File: src/rtl/coincidence_counter.sv
// rtl/coincidence_counter.sv - per-channel edge counters, N-fold coincidence counter and SPI snapshot readout
//
// Purpose:
//   Counts rising edges on each synchronised hit_in channel. Also counts coincidences:
//   a coincidence is when every channel selected by coinc_mask is armed inside its
//   WIN-cycle window. When spi_ss_n falls, the counts are snapshotted into a shadow
//   register and the live counters are cleared. The shadow is then shifted out MSB-first
//   on spi_miso, one bit per spi_sck falling edge.
//
// Ports:
//   CLK         system clock
//   RST_N       asynchronous active-low reset
//   hit_in      asynchronous channel pulses (NCH)
//   coinc_mask  channels that must be armed together for a coincidence (NCH)
//   spi_sck     SPI clock from host, mode 0, asynchronous
//   spi_ss_n    SPI select, active low, asynchronous
//   spi_miso    serial frame data
//   coinc_out   one-cycle pulse per counted coincidence
//   busy        high while a readout frame is active
//
// Optional feature (macro TIMESTAMP_EN):
//   Adds a free-running 32-bit cycle counter. Its value at snapshot time is prepended
//   to the frame.

module coincidence_counter #(
    parameter int NCH = 4,
    parameter int WIN = 8,
    parameter int CW  = 16
) (
    input  logic           CLK,
    input  logic           RST_N,
    input  logic [NCH-1:0] hit_in,
    input  logic [NCH-1:0] coinc_mask,
    input  logic           spi_sck,
    input  logic           spi_ss_n,
    output logic           spi_miso,
    output logic           coinc_out,
    output logic           busy
);

    localparam int TW = $clog2(WIN + 1);
`ifdef TIMESTAMP_EN
    localparam int FW = 32 + (NCH + 1) * CW;
`else
    localparam int FW = (NCH + 1) * CW;
`endif

    localparam logic [1:0] S_IDLE  = 2'd0;
    localparam logic [1:0] S_LOAD  = 2'd1;
    localparam logic [1:0] S_SHIFT = 2'd2;

    logic [NCH-1:0]          hit_s1_q, hit_s1_d, hit_s2_q, hit_s2_d, hit_s3_q, hit_s3_d;
    logic [NCH-1:0]          hp_q, hp_d;
    logic                    sck_s1_q, sck_s1_d, sck_s2_q, sck_s2_d, sck_s3_q, sck_s3_d;
    logic                    ss_s1_q, ss_s1_d, ss_s2_q, ss_s2_d, ss_s3_q, ss_s3_d;
    logic [NCH-1:0][CW-1:0]  cnt_q, cnt_d;
    logic [NCH-1:0][TW-1:0]  tmr_q, tmr_d;
    logic [CW-1:0]           ccnt_q, ccnt_d;
    logic                    lock_q, lock_d;
    logic                    coinc_out_q, coinc_out_d;
    logic [1:0]              state_q, state_d;
    logic [FW-1:0]           shadow_q, shadow_d;
`ifdef TIMESTAMP_EN
    logic [31:0]             ts_q, ts_d;
`endif

    logic [NCH-1:0] armed;
    logic           coinc;
    logic           sck_fall, ss_fall, ss_rise;
    logic [FW-1:0]  frame;

    always_comb begin
        hit_s1_d    = hit_in;
        hit_s2_d    = hit_s1_q;
        hit_s3_d    = hit_s2_q;
        hp_d        = hit_s2_q & ~hit_s3_q;
        sck_s1_d    = spi_sck;
        sck_s2_d    = sck_s1_q;
        sck_s3_d    = sck_s2_q;
        ss_s1_d     = spi_ss_n;
        ss_s2_d     = ss_s1_q;
        ss_s3_d     = ss_s2_q;
        sck_fall    = ~sck_s2_q & sck_s3_q;
        ss_fall     = ~ss_s2_q & ss_s3_q;
        ss_rise     = ss_s2_q & ~ss_s3_q;

        for (int i = 0; i < NCH; i++) begin
            armed[i] = hp_q[i] | (tmr_q[i] != '0);
            if (hp_q[i])
                tmr_d[i] = TW'(WIN);
            else if (tmr_q[i] != '0)
                tmr_d[i] = tmr_q[i] - 1'b1;
            else
                tmr_d[i] = tmr_q[i];
            if (hp_q[i] && (cnt_q[i] != {CW{1'b1}}))
                cnt_d[i] = cnt_q[i] + 1'b1;
            else
                cnt_d[i] = cnt_q[i];
        end

        // Unmasked channels are forced "armed" so that only masked ones gate.
        // The lock stops re-counting while the same overlap persists.
        coinc = (coinc_mask != '0) && (&(armed | ~coinc_mask))
                && (|(hp_q & coinc_mask)) && !lock_q;

        ccnt_d = (coinc && (ccnt_q != {CW{1'b1}})) ? ccnt_q + 1'b1 : ccnt_q;

        if (coinc)
            lock_d = 1'b1;
        else if (|(coinc_mask & ~armed))
            lock_d = 1'b0;
        else
            lock_d = lock_q;

        coinc_out_d = coinc;

`ifdef TIMESTAMP_EN
        ts_d  = ts_q + 32'd1;
        frame = {ts_q, ccnt_q, cnt_q};
`else
        frame = {ccnt_q, cnt_q};
`endif

        state_d  = state_q;
        shadow_d = shadow_q;
        case (state_q)
            S_IDLE: begin
                if (ss_fall)
                    state_d = S_LOAD;
            end
            S_LOAD: begin
                shadow_d = frame;
                // Restart the live counters from this cycle's events so nothing is lost.
                for (int i = 0; i < NCH; i++)
                    cnt_d[i] = {{(CW-1){1'b0}}, hp_q[i]};
                ccnt_d = {{(CW-1){1'b0}}, coinc};
                if (ss_rise) begin
                    state_d  = S_IDLE;
                    shadow_d = '0;
                end else begin
                    state_d = S_SHIFT;
                end
            end
            S_SHIFT: begin
                if (ss_rise) begin
                    state_d  = S_IDLE;
                    shadow_d = '0;
                end else if (sck_fall) begin
                    shadow_d = {shadow_q[FW-2:0], 1'b0};
                end
            end
            default: state_d = S_IDLE;
        endcase
    end

    always_ff @(posedge CLK or negedge RST_N) begin
        if (!RST_N) begin
            hit_s1_q    <= '0;
            hit_s2_q    <= '0;
            hit_s3_q    <= '0;
            hp_q        <= '0;
            sck_s1_q    <= 1'b0;
            sck_s2_q    <= 1'b0;
            sck_s3_q    <= 1'b0;
            ss_s1_q     <= 1'b1;
            ss_s2_q     <= 1'b1;
            ss_s3_q     <= 1'b1;
            cnt_q       <= '0;
            tmr_q       <= '0;
            ccnt_q      <= '0;
            lock_q      <= 1'b0;
            coinc_out_q <= 1'b0;
            state_q     <= S_IDLE;
            shadow_q    <= '0;
`ifdef TIMESTAMP_EN
            ts_q        <= '0;
`endif
        end else begin
            hit_s1_q    <= hit_s1_d;
            hit_s2_q    <= hit_s2_d;
            hit_s3_q    <= hit_s3_d;
            hp_q        <= hp_d;
            sck_s1_q    <= sck_s1_d;
            sck_s2_q    <= sck_s2_d;
            sck_s3_q    <= sck_s3_d;
            ss_s1_q     <= ss_s1_d;
            ss_s2_q     <= ss_s2_d;
            ss_s3_q     <= ss_s3_d;
            cnt_q       <= cnt_d;
            tmr_q       <= tmr_d;
            ccnt_q      <= ccnt_d;
            lock_q      <= lock_d;
            coinc_out_q <= coinc_out_d;
            state_q     <= state_d;
            shadow_q    <= shadow_d;
`ifdef TIMESTAMP_EN
            ts_q        <= ts_d;
`endif
        end
    end

    assign spi_miso  = (state_q == S_SHIFT) & shadow_q[FW-1];
    assign busy      = (state_q != S_IDLE);
    assign coinc_out = coinc_out_q;

endmodule
File: config.mk
export PLATFORM = sky130hd
export DESIGN_NAME = coincidence_counter
export DESIGN_NICKNAME = d
export VERILOG_FILES = /design/src/rtl/coincidence_counter.sv
export SDC_FILE = /design/constraint.sdc
export NUM_CORES = 1
export LEC_CHECK = 0
export CAP_MARGIN = 20
export CORE_UTILIZATION = 67
export CTS_CLUSTER_SIZE = 40
export DETAILED_ROUTE_END_ITERATION = 10
export PLACE_DENSITY = 0.85
export SETUP_SLACK_MARGIN = 0.3
export SKIP_LAST_GASP = 1
export SLEW_MARGIN = 20
export SYNTH_ARGS = -nofsm -noshare
export SYNTH_HDL_FRONTEND = slang
export SYNTH_SLANG_ARGS = --single-unit
File: constraint.sdc
create_clock -name CLK -period 3.63 [get_ports CLK]
set_clock_uncertainty 0.15 [all_clocks]
set_input_delay 0.726 -clock CLK [delete_from_list [all_inputs] [get_ports CLK]]
set_output_delay 0.726 -clock CLK [all_outputs]
set_load 0.05 [all_outputs]
[Word-level counts from Yosys, hierarchy flattened]
Cells that the tools add are included.
Storage, ports and cells
  flip-flop bits (word level): 202
  input port bits: 12
  word-level logic and storage cells: 117
Operators by class
  add/sub/neg operators: 9
  eq/ne operators: 10
  multiplexer cells: 25
  bitwise gates (word level): 18
  reduce and logical (&&, ||, !) cells: 32
Operator list (number)
  $mux W80: 3
  $pmux W80 S2: 1
  $mux W16: 6
  $add A16 B1 Y16 const B: 5
  $ne A16 B16 Y1 const B: 5
  $mux W64: 1
  $mux W4: 8
  $reduce_bool A2 Y1: 12
  $reduce_bool A4 Y1: 5
  $sub A4 B1 Y4 const B: 4
  $and A4 B4 Y4: 3
  $not A4 Y4: 3
  $logic_and A1 B1 Y1: 8
  $reduce_or A4 Y1: 2
  $mux W2: 3
  $pmux W2 S3: 1
  $and A1 B1 Y1: 4
  $ne A2 B2 Y1 const B: 2
  $or A1 B1 Y1: 4
  $or A4 B4 Y4: 1
  $reduce_and A2 Y1: 2
  $reduce_and A4 Y1: 1
  $ne A3 B3 Y1 const B: 1
  $not A1 Y1: 3
  5 further kinds: 6

[Depth between registers and ports, before layout]
Gate-level depths: netlist of the first run.
  depth in word-level cells: 10
  gate-level depth with buffers: 10
  mapped depth without buffers: 8

[Worst setup path before layout of the first run]
OpenSTA, ideal clock, no wires.
  path kind: reg2reg
  start: register tmr_q[8] in the netlist's numbering
  end: register ccnt_q[2]
  library setup time: 0.125 ns
  data arrival time: 1.973 ns
  data required time: 3.355 ns
  slack: 1.382 ns
  stages on the path, launching flop included: 9
  path buffers: 0
  period minus slack after synthesis: 2.248 ns
  path through: dfrtp_1 inv_1 ha_1 or3b_1 o32a_1 nand3_2 inv_1 nand3_1 mux2_2
On the way
  word-level cells in the longest chain between the ends: 9
Ends and longest elaborated chain
  start: declaration: RTL line 57  | logic [NCH-1:0][TW-1:0] tmr_q, tmr_d;
  start signal: assignment: RTL line 190  | tmr_q <= tmr_d;
  $reduce_bool A4 Y1: RTL line 88  | armed[i] = hp_q[i] | (tmr_q[i] != '0);
  $or A1 B1 Y1: RTL line 88
  $or A4 B4 Y4: RTL line 103  | coinc = (coinc_mask != '0) && (&(armed | ~coinc_mask))
  $reduce_and A4 Y1: RTL line 103
  $logic_and A1 B1 Y1: RTL line 103
  $logic_and A1 B1 Y1 (2 in series): RTL line 104  | && (|(hp_q & coinc_mask)) && !lock_q;
  via coinc: RTL line 68  | logic coinc;
  $logic_and A1 B1 Y1: RTL line 106  | ccnt_d = (coinc && (ccnt_q != {CW{1'b1}})) ? ccnt_q + 1'b1 : ccnt_q;
  $reduce_bool A2 Y1 (no line)
  end signal: assignment: RTL line 191  | ccnt_q <= ccnt_d;
  end: declaration: RTL line 58  | logic [CW-1:0] ccnt_q, ccnt_d;
The timed path passes the listed nets, and every way through them passes these cells.
A chain may end at the register's enable or synchronous reset.

[Worst setup path after layout of the first run]
  start: register state_q[0]
  end: output port spi_miso
On the way
  word-level cells in the longest chain between the ends: 2
Ends and longest elaborated chain
  start: declaration: RTL line 61  | logic [1:0] state_q, state_d;
  start signal: assignment: RTL line 194  | state_q <= state_d;
  $eq A2 B2 Y1: RTL line 202  | assign spi_miso = (state_q == S_SHIFT) & shadow_q[FW-1];
  $and A1 B1 Y1: RTL line 202
  end: declaration: RTL line 36  | output logic spi_miso,
No other way between the ends.

==> results_dict.tcl, run 1 <==
set metrics [dict create \
    drt-pass1-iter-count 5 \
    multi_input_area_um2 4120 \
    ys_warn_count 0 \
    synth_common_cells "199 x dfrtp_1, 156 x nor2_1, 111 x a21oi_1, 81 x a22oi_1, 40 x clkbuf_1" \
    yosysMostFrequentCell "dfrtp_1" \
    hold_viol_final 0 \
    drt_iter0_markers 637 \
    irDropWorstVdd_mv 0.565 \
    rsz0062_at_grt "false" \
    ys_ff_latch 202 \
    synth_edf_count 0 \
    pwr-share-seq 0.408 \
    setup-tns-final_ns 0 \
    hold_buffers 0 \
    numCtsBuffers 22 \
    die-area_um2 14700 \
    syn_to_final_growth_pct 10.7 \
    slew_violations 0 \
    grt_overflow 0 \
    start_util 0.685 \
    num_io_pins 15 \
    synth.cell_area_um2 9510 \
    finalCritPeriodShare 0.890 \
    switching_power_mw 3.03 \
    pwr-share-clk 0.274 \
    core_area_um2 13900 \
    cts_resized 0 \
    cp.required_ns 2.75 \
    crit_type "reg2out" \
    power.density_nw_per_um2 796 \
    tritoncts "built" \
    die-width_um 121 \
    ant_nets 0 \
    nFillCells 917 \
    worstMarginPinSlew_ns 0.893 \
    cts_sinks 202 \
    seq_area_frac_synth 0.532 \
    status "finished clean" \
    worst_skew_pair.late_latency_ns 0.50 \
    hp-class "in2async" \
    route.detailed.drc 0 \
    cts_root_buf "clkbuf_16" \
    cp.arrival_ns 2.36 \
    syn-num-nets 987 \
    synth_top_cell_by_area "dfrtp_1" \
    netlist.area_leader.share 0.524 \
    leakagePower_nw 4.42 \
    clockBufferDepth 3 \
    grtUsageTotal 0.280 \
    final-seq-area_um2 5060 \
    die_h_um 121 \
    critPathCaptureType "output pin" \
    postCtsSetupBuffers 0 \
    nets 975 \
    fmax_mhz 309 \
    vias 7310 \
    p_sw_frac 0.361 \
    antenna_found_initial 0 \
    post_drt_wl_per_cell_um 17.0 \
    wirelength_um 19500 \
    setup_viol 0 \
    netlist_instances 963 \
    async_reset_ff_frac 1.00 \
    ys_types 65 \
    clkTransAtPathRegs_ns 0.06 \
    min_period_ns 3.23 \
    grt_max_degree 127 \
    drive_gt1_frac 0.0734 \
    place.port_buffers 14 \
    first_global_vias 7055 \
    rows 43 \
    ys.flop_type "dfrtp_1" \
    n_antenna_cell 0 \
    pwr-share-comb 0.318 \
    worstSetupStartpointType "flip-flop" \
    worstPathMaxFanout 8 \
    dp_hpwl_um 11500 \
    vias_per_cell 6.37 \
    intPower_mw 5.36 \
    synthTopCellsByArea "dfrtp_1 52%, a22oi_1 6.4%, nor2_1 6.2%" \
    gp_congestion 0.793 \
    grt_pass1_wl_um 33400 \
    cts_max_level 1 \
    max_slew_margin 0.405 \
    drv_cap 0 \
    fin_hold_ws_ns 0.0990 \
    syn_avg_cell_area_um2 9.87 \
]
per-layer routing:
layer  part of all wire  global-route usage  routed length [um]  vias up
met1               0.45               0.391                8750     3641
met3              0.039              0.0395                 770       33
met4              0.020              0.0849                 388        0
met5                  0                   0                   0        -
met2               0.49               0.458                9600      178
li1                   -                   -                   -     3458
stage by stage:
stage                     cells  total power, mW   util  instance area (um^2)  setup slack (ns)
final                      1147             8.38  0.758                 10500             0.398
after global routing       1147             8.98  0.758                 10500             0.312
after floorplan             963             5.41      -                  9510              1.38
after CTS                  1147             8.41  0.758                 10500             0.388
after detailed placement   1107             6.07  0.704                  9770             0.651
after global placement     1107             5.90  0.704                  9770             0.727
critical path, cell delays in order (launching register included):
cell             delay [ns]
dfrtp_1                0.40
inv_1                  0.12
ha_1                   0.36
and2_1                 0.18
clkdlybuf4s50_1        0.79
power by group through the flow:
stage          registers [mW]  logic, mW  clock network, mW
4_1_cts                  3.41       2.67               2.33
6_report                 3.42       2.66               2.30
3_3_place_gp             3.40       2.50                  0
2_1_floorplan            3.31       2.10                  0
3_5_place_dp             3.43       2.64                  0
5_1_grt                  3.50       3.04               2.43
worst paths after layout:
check	start	to	slack, ns	cells past startpoint
setup / recovery	state_q[0]$_DFFE_PN0P_	spi_miso	0.40	4
hold / removal	RST_N	cnt_q[60]$_DFFE_PN0P_	0.1	1
setup reg to reg	tmr_q[8]$_DFFE_PN0P_	ccnt_q[2]$_DFFE_PN0P_	0.89	8
min in group CLK	sck_s1_q$_DFF_PN0_	sck_s2_q$_DFF_PN0_	0.20	0
hold reg to reg	sck_s1_q$_DFF_PN0_	sck_s2_q$_DFF_PN0_	0.20	0
max in group asynchronous	RST_N	cnt_q[14]$_DFFE_PN0P_	2.39	2
cells by family after synthesis:
group / Yosys count / share of synthesized area
xor gates and xnor gates: 48 / 0.0442
adders and majority gates: 12 / 0.0158
and+or+nand+nor: 334 / 0.174
buffers and inverters: 86 / 0.0380
AOI/OAI and AO/OA: 270 / 0.184
muxes: 11 / 0.0124
DFF: 202 / 0.532
flip-flops by register name, indices dropped and copies added (netlist names), 2 cells and up:
signal and flops:
cnt_q 64, hit_s2_q 4, tmr_q 16, hit_s1_q 4
shadow_q 80, hit_s3_q 4, ccnt_q 16, state_q 2
hp_q 4
cell type report:
| class | instances | share of cell area |
|---|---|---|
| clock buffer | 33 | 0.0630 |
| inverter | 24 | 0.00856 |
| clock inverter | 7 | 0.00891 |
| sequential | 202 | 0.481 |
| multi-input combinational | 675 | 0.392 |
| timing repair buffer | 26 | 0.0258 |
| tap | 180 | 0.0214 |
placed cells by master, fill, tap and decap left out, drive strengths merged, types with 4 or more instances in the layout:
cell | Yosys | final
nand4 | 17 | 17
nor3 | 16 | 16
a22oi | 81 | 81
nor4 | 8 | 8
and4 | 12 | 12
and2 | 4 | 4
or4 | 8 | 8
xor2 | 27 | 27
buf | 21 | 12
a211oi | 5 | 5
ha | 12 | 12
o2111ai | 5 | 5
mux2i | 5 | 5
clkbuf | 41 | 34
clkdlybuf4s50 | 0 | 13
nor3b | 5 | 5
nand2b | 4 | 4
nand3 | 26 | 26
a21oi | 111 | 111
o21ai | 14 | 14
nor2b | 11 | 11
dfrtp | 199 | 199
nand2 | 34 | 34
nor4b | 4 | 4
and3 | 15 | 15
mux2 | 6 | 6
nor2 | 156 | 156
o211ai | 18 | 18
inv | 24 | 24
or3 | 9 | 9
o31ai | 10 | 10
xnor2 | 21 | 21
(Power assumes the default switching activity.)
==> run 2, diff against run 1 <==
Settings changed: TNS_END_PERCENT set to 5.
==> results of run 2 <==
No change in the layout: final DEF, timing and power equal those of run 1.
==> edit: new RTL, flow settings as in run 2 <==
The option `TIMESTAMP_EN` is turned on by a define.
--- a/src/rtl/coincidence_counter.sv
+++ b/src/rtl/coincidence_counter.sv
@@ -23,2 +23,4 @@
 //   to the frame.
+
+`define TIMESTAMP_EN
 
Check against the original RTL: same outputs for any inputs over 10 cycles, from zero or initial values and one cycle with RST_N low; that may be too few to reach the edited logic, so the function may still have changed.
==> edit against run 2 <==
Sequential cell count grew 64. First-iteration DRC count grew 39%. Setup slack improved by 0.20 ns. Global-route usage fell by 0.14 points. Fmax rose by 6.5%. Synthesized area is 29% higher. Routed wire length grew 30%. Cell area grew 29%. Die area rose by 29%. Total power increased by 29%.
==> edit: results (changes against run 2) <==
stage;metric;value;unit;change
status;status;finished clean;;
routing;drt-total-wl;25300;um;+30%
global_route;grt_first_pass_wirelength;42600;um;+27%
placement;routabilityCongestion;0.845;;+6.6%
routing;via_per_inst;6.40;;+0.41%
global_route;grt_pass1_vias;9077;;+29%
cts;cts_htree_levels;1;;unchanged
synthesis;syn-num-nets;1250;;+27%
setup_path;cp_max_fo;5;;-3
pwr;p_leak;5.67;nW;+28%
routing;firstDrtPassIters;6;;+1
cells_and_area;fill_cells;1172;;+28%
setup_path;r2r_cells;8;;unchanged
sta;slew-limit-headroom;33.8;%;-6.7 points
pwr;ir_drop;0.642;mV;+14%
global_route;grt_max_degree;112;;-12%
placement;hpwl;14900;um;+30%
synthesis;syn_inst;1225;;+27%
synthesis;seq_area_frac_synth;54.1;%;+0.91 points
placement;place_inst;1416;;+28%
cts;cts_buffers;27;;+23%
synthesis;synth_area_leaders;dfrtp_1, a22oi_1, a21oi_1;;
cells_and_area;layout-drive-gt1-share;7.44;%;+0.10 points
synthesis;synth_cell_types;72;;+11%
global_route;grtUsageTotal;27.9;%;-0.14 points
cells_and_area;top_regs;shadow_q: 112 flops, cnt_q: 64 flops, ts_q: 32 flops;;
routing;drt_iter0_drc;886;;+39%
[edit: cell count changes after synthesis, moves of 9 or more]
cell	change
a21oi_1	+40
a22oi_1	+32
buf_1	+10
dfrtp_1	+64
nand2_1	+9
nand3_1	+11
nor2_1	+36
o211ai_1	-9
or3_1	+9
xnor2_1	+30
[edit: cells by family (layout without fill, tap and decap cells)]
kind of cell	Yosys count	after routing	share of synthesized area (%)
xor gates and xnor gates	75	75	5.34
muxes	12	12	1.04
buffers and inverters	106	117	3.77
adders and majority gates	13	13	1.32
AOI/OAI and AO/OA	335	335	17.3
and+or+nand+nor	418	418	17.1
DFF	266	266	54.1
[edit: metrics by stage]
stage	util (%)	cell area, sq um	hold slack, ns
after floorplan	-	12300	0.181
final	75.8	13600	0.0359
after global routing	75.8	13600	0.0854
after global placement	70.6	12700	0.182
after CTS	75.7	13600	0.0500
after detailed placement	70.6	12700	0.186
[edit: power by group]
group / switching (mW) / total, mW / internal (mW)
Clock: 1.13 / 2.89 / 1.76
Sequential: 0.580 / 4.45 / 3.87
Combinational: 2.19 / 3.51 / 1.32
[edit: what timing repair did]
item | 4_1_cts | 5_1_grt
hold endpoints to repair | 0 | 0
buffers inserted | 0 | 0
setup endpoints to repair | 0 | 1
gates resized for setup | 0 | 1
[edit: worst paths after layout]
path / from / endpoint / slack, ns
setup / recovery: state_q[0]$_DFFE_PN0P_ / busy / 0.60
hold / removal: RST_N / hp_q[3]$_DFF_PN0_ / 0.04
setup reg to reg: tmr_q[0]$_DFFE_PN0P_ / ccnt_q[2]$_DFFE_PN0P_ / 0.99
hold reg to reg: sck_s1_q$_DFF_PN0_ / sck_s2_q$_DFF_PN0_ / 0.20
max in group asynchronous: RST_N / tmr_q[3]$_DFFE_PN0P_ / 2.44
min in group CLK: sck_s1_q$_DFF_PN0_ / sck_s2_q$_DFF_PN0_ / 0.20
[edit: final cells by class]
cell class | instances | area share, %
sequential | 266 | 48.9
multi-input combinational | 853 | 38.4
clock buffer | 42 | 5.75
timing repair buffer | 35 | 2.89
tap | 229 | 2.11
clock inverter | 7 | 1.06
inverter | 33 | 0.910
[edit: worst reg2reg max path, stage by stage (launching register included)]
cell     delay (ns)
dfrtp_1        0.38
inv_1          0.09
ha_1           0.21
nor3b_1        0.55
a32oi_2        0.20
nand3_2        0.38
inv_2          0.11
nand3_1        0.11
mux2_2         0.33
[edit: layer usage]
| metal | global-route usage, % | share of wire, % | vias to the layer above |
|---|---|---|---|
| met5 | 0 | 0 | - |
| met4 | 9.10 | 2.2 | 0 |
| met3 | 3.68 | 5.1 | 50 |
| met2 | 44.6 | 48 | 297 |
| met1 | 39.6 | 45 | 4640 |
| li1 | - | - | 4388 |
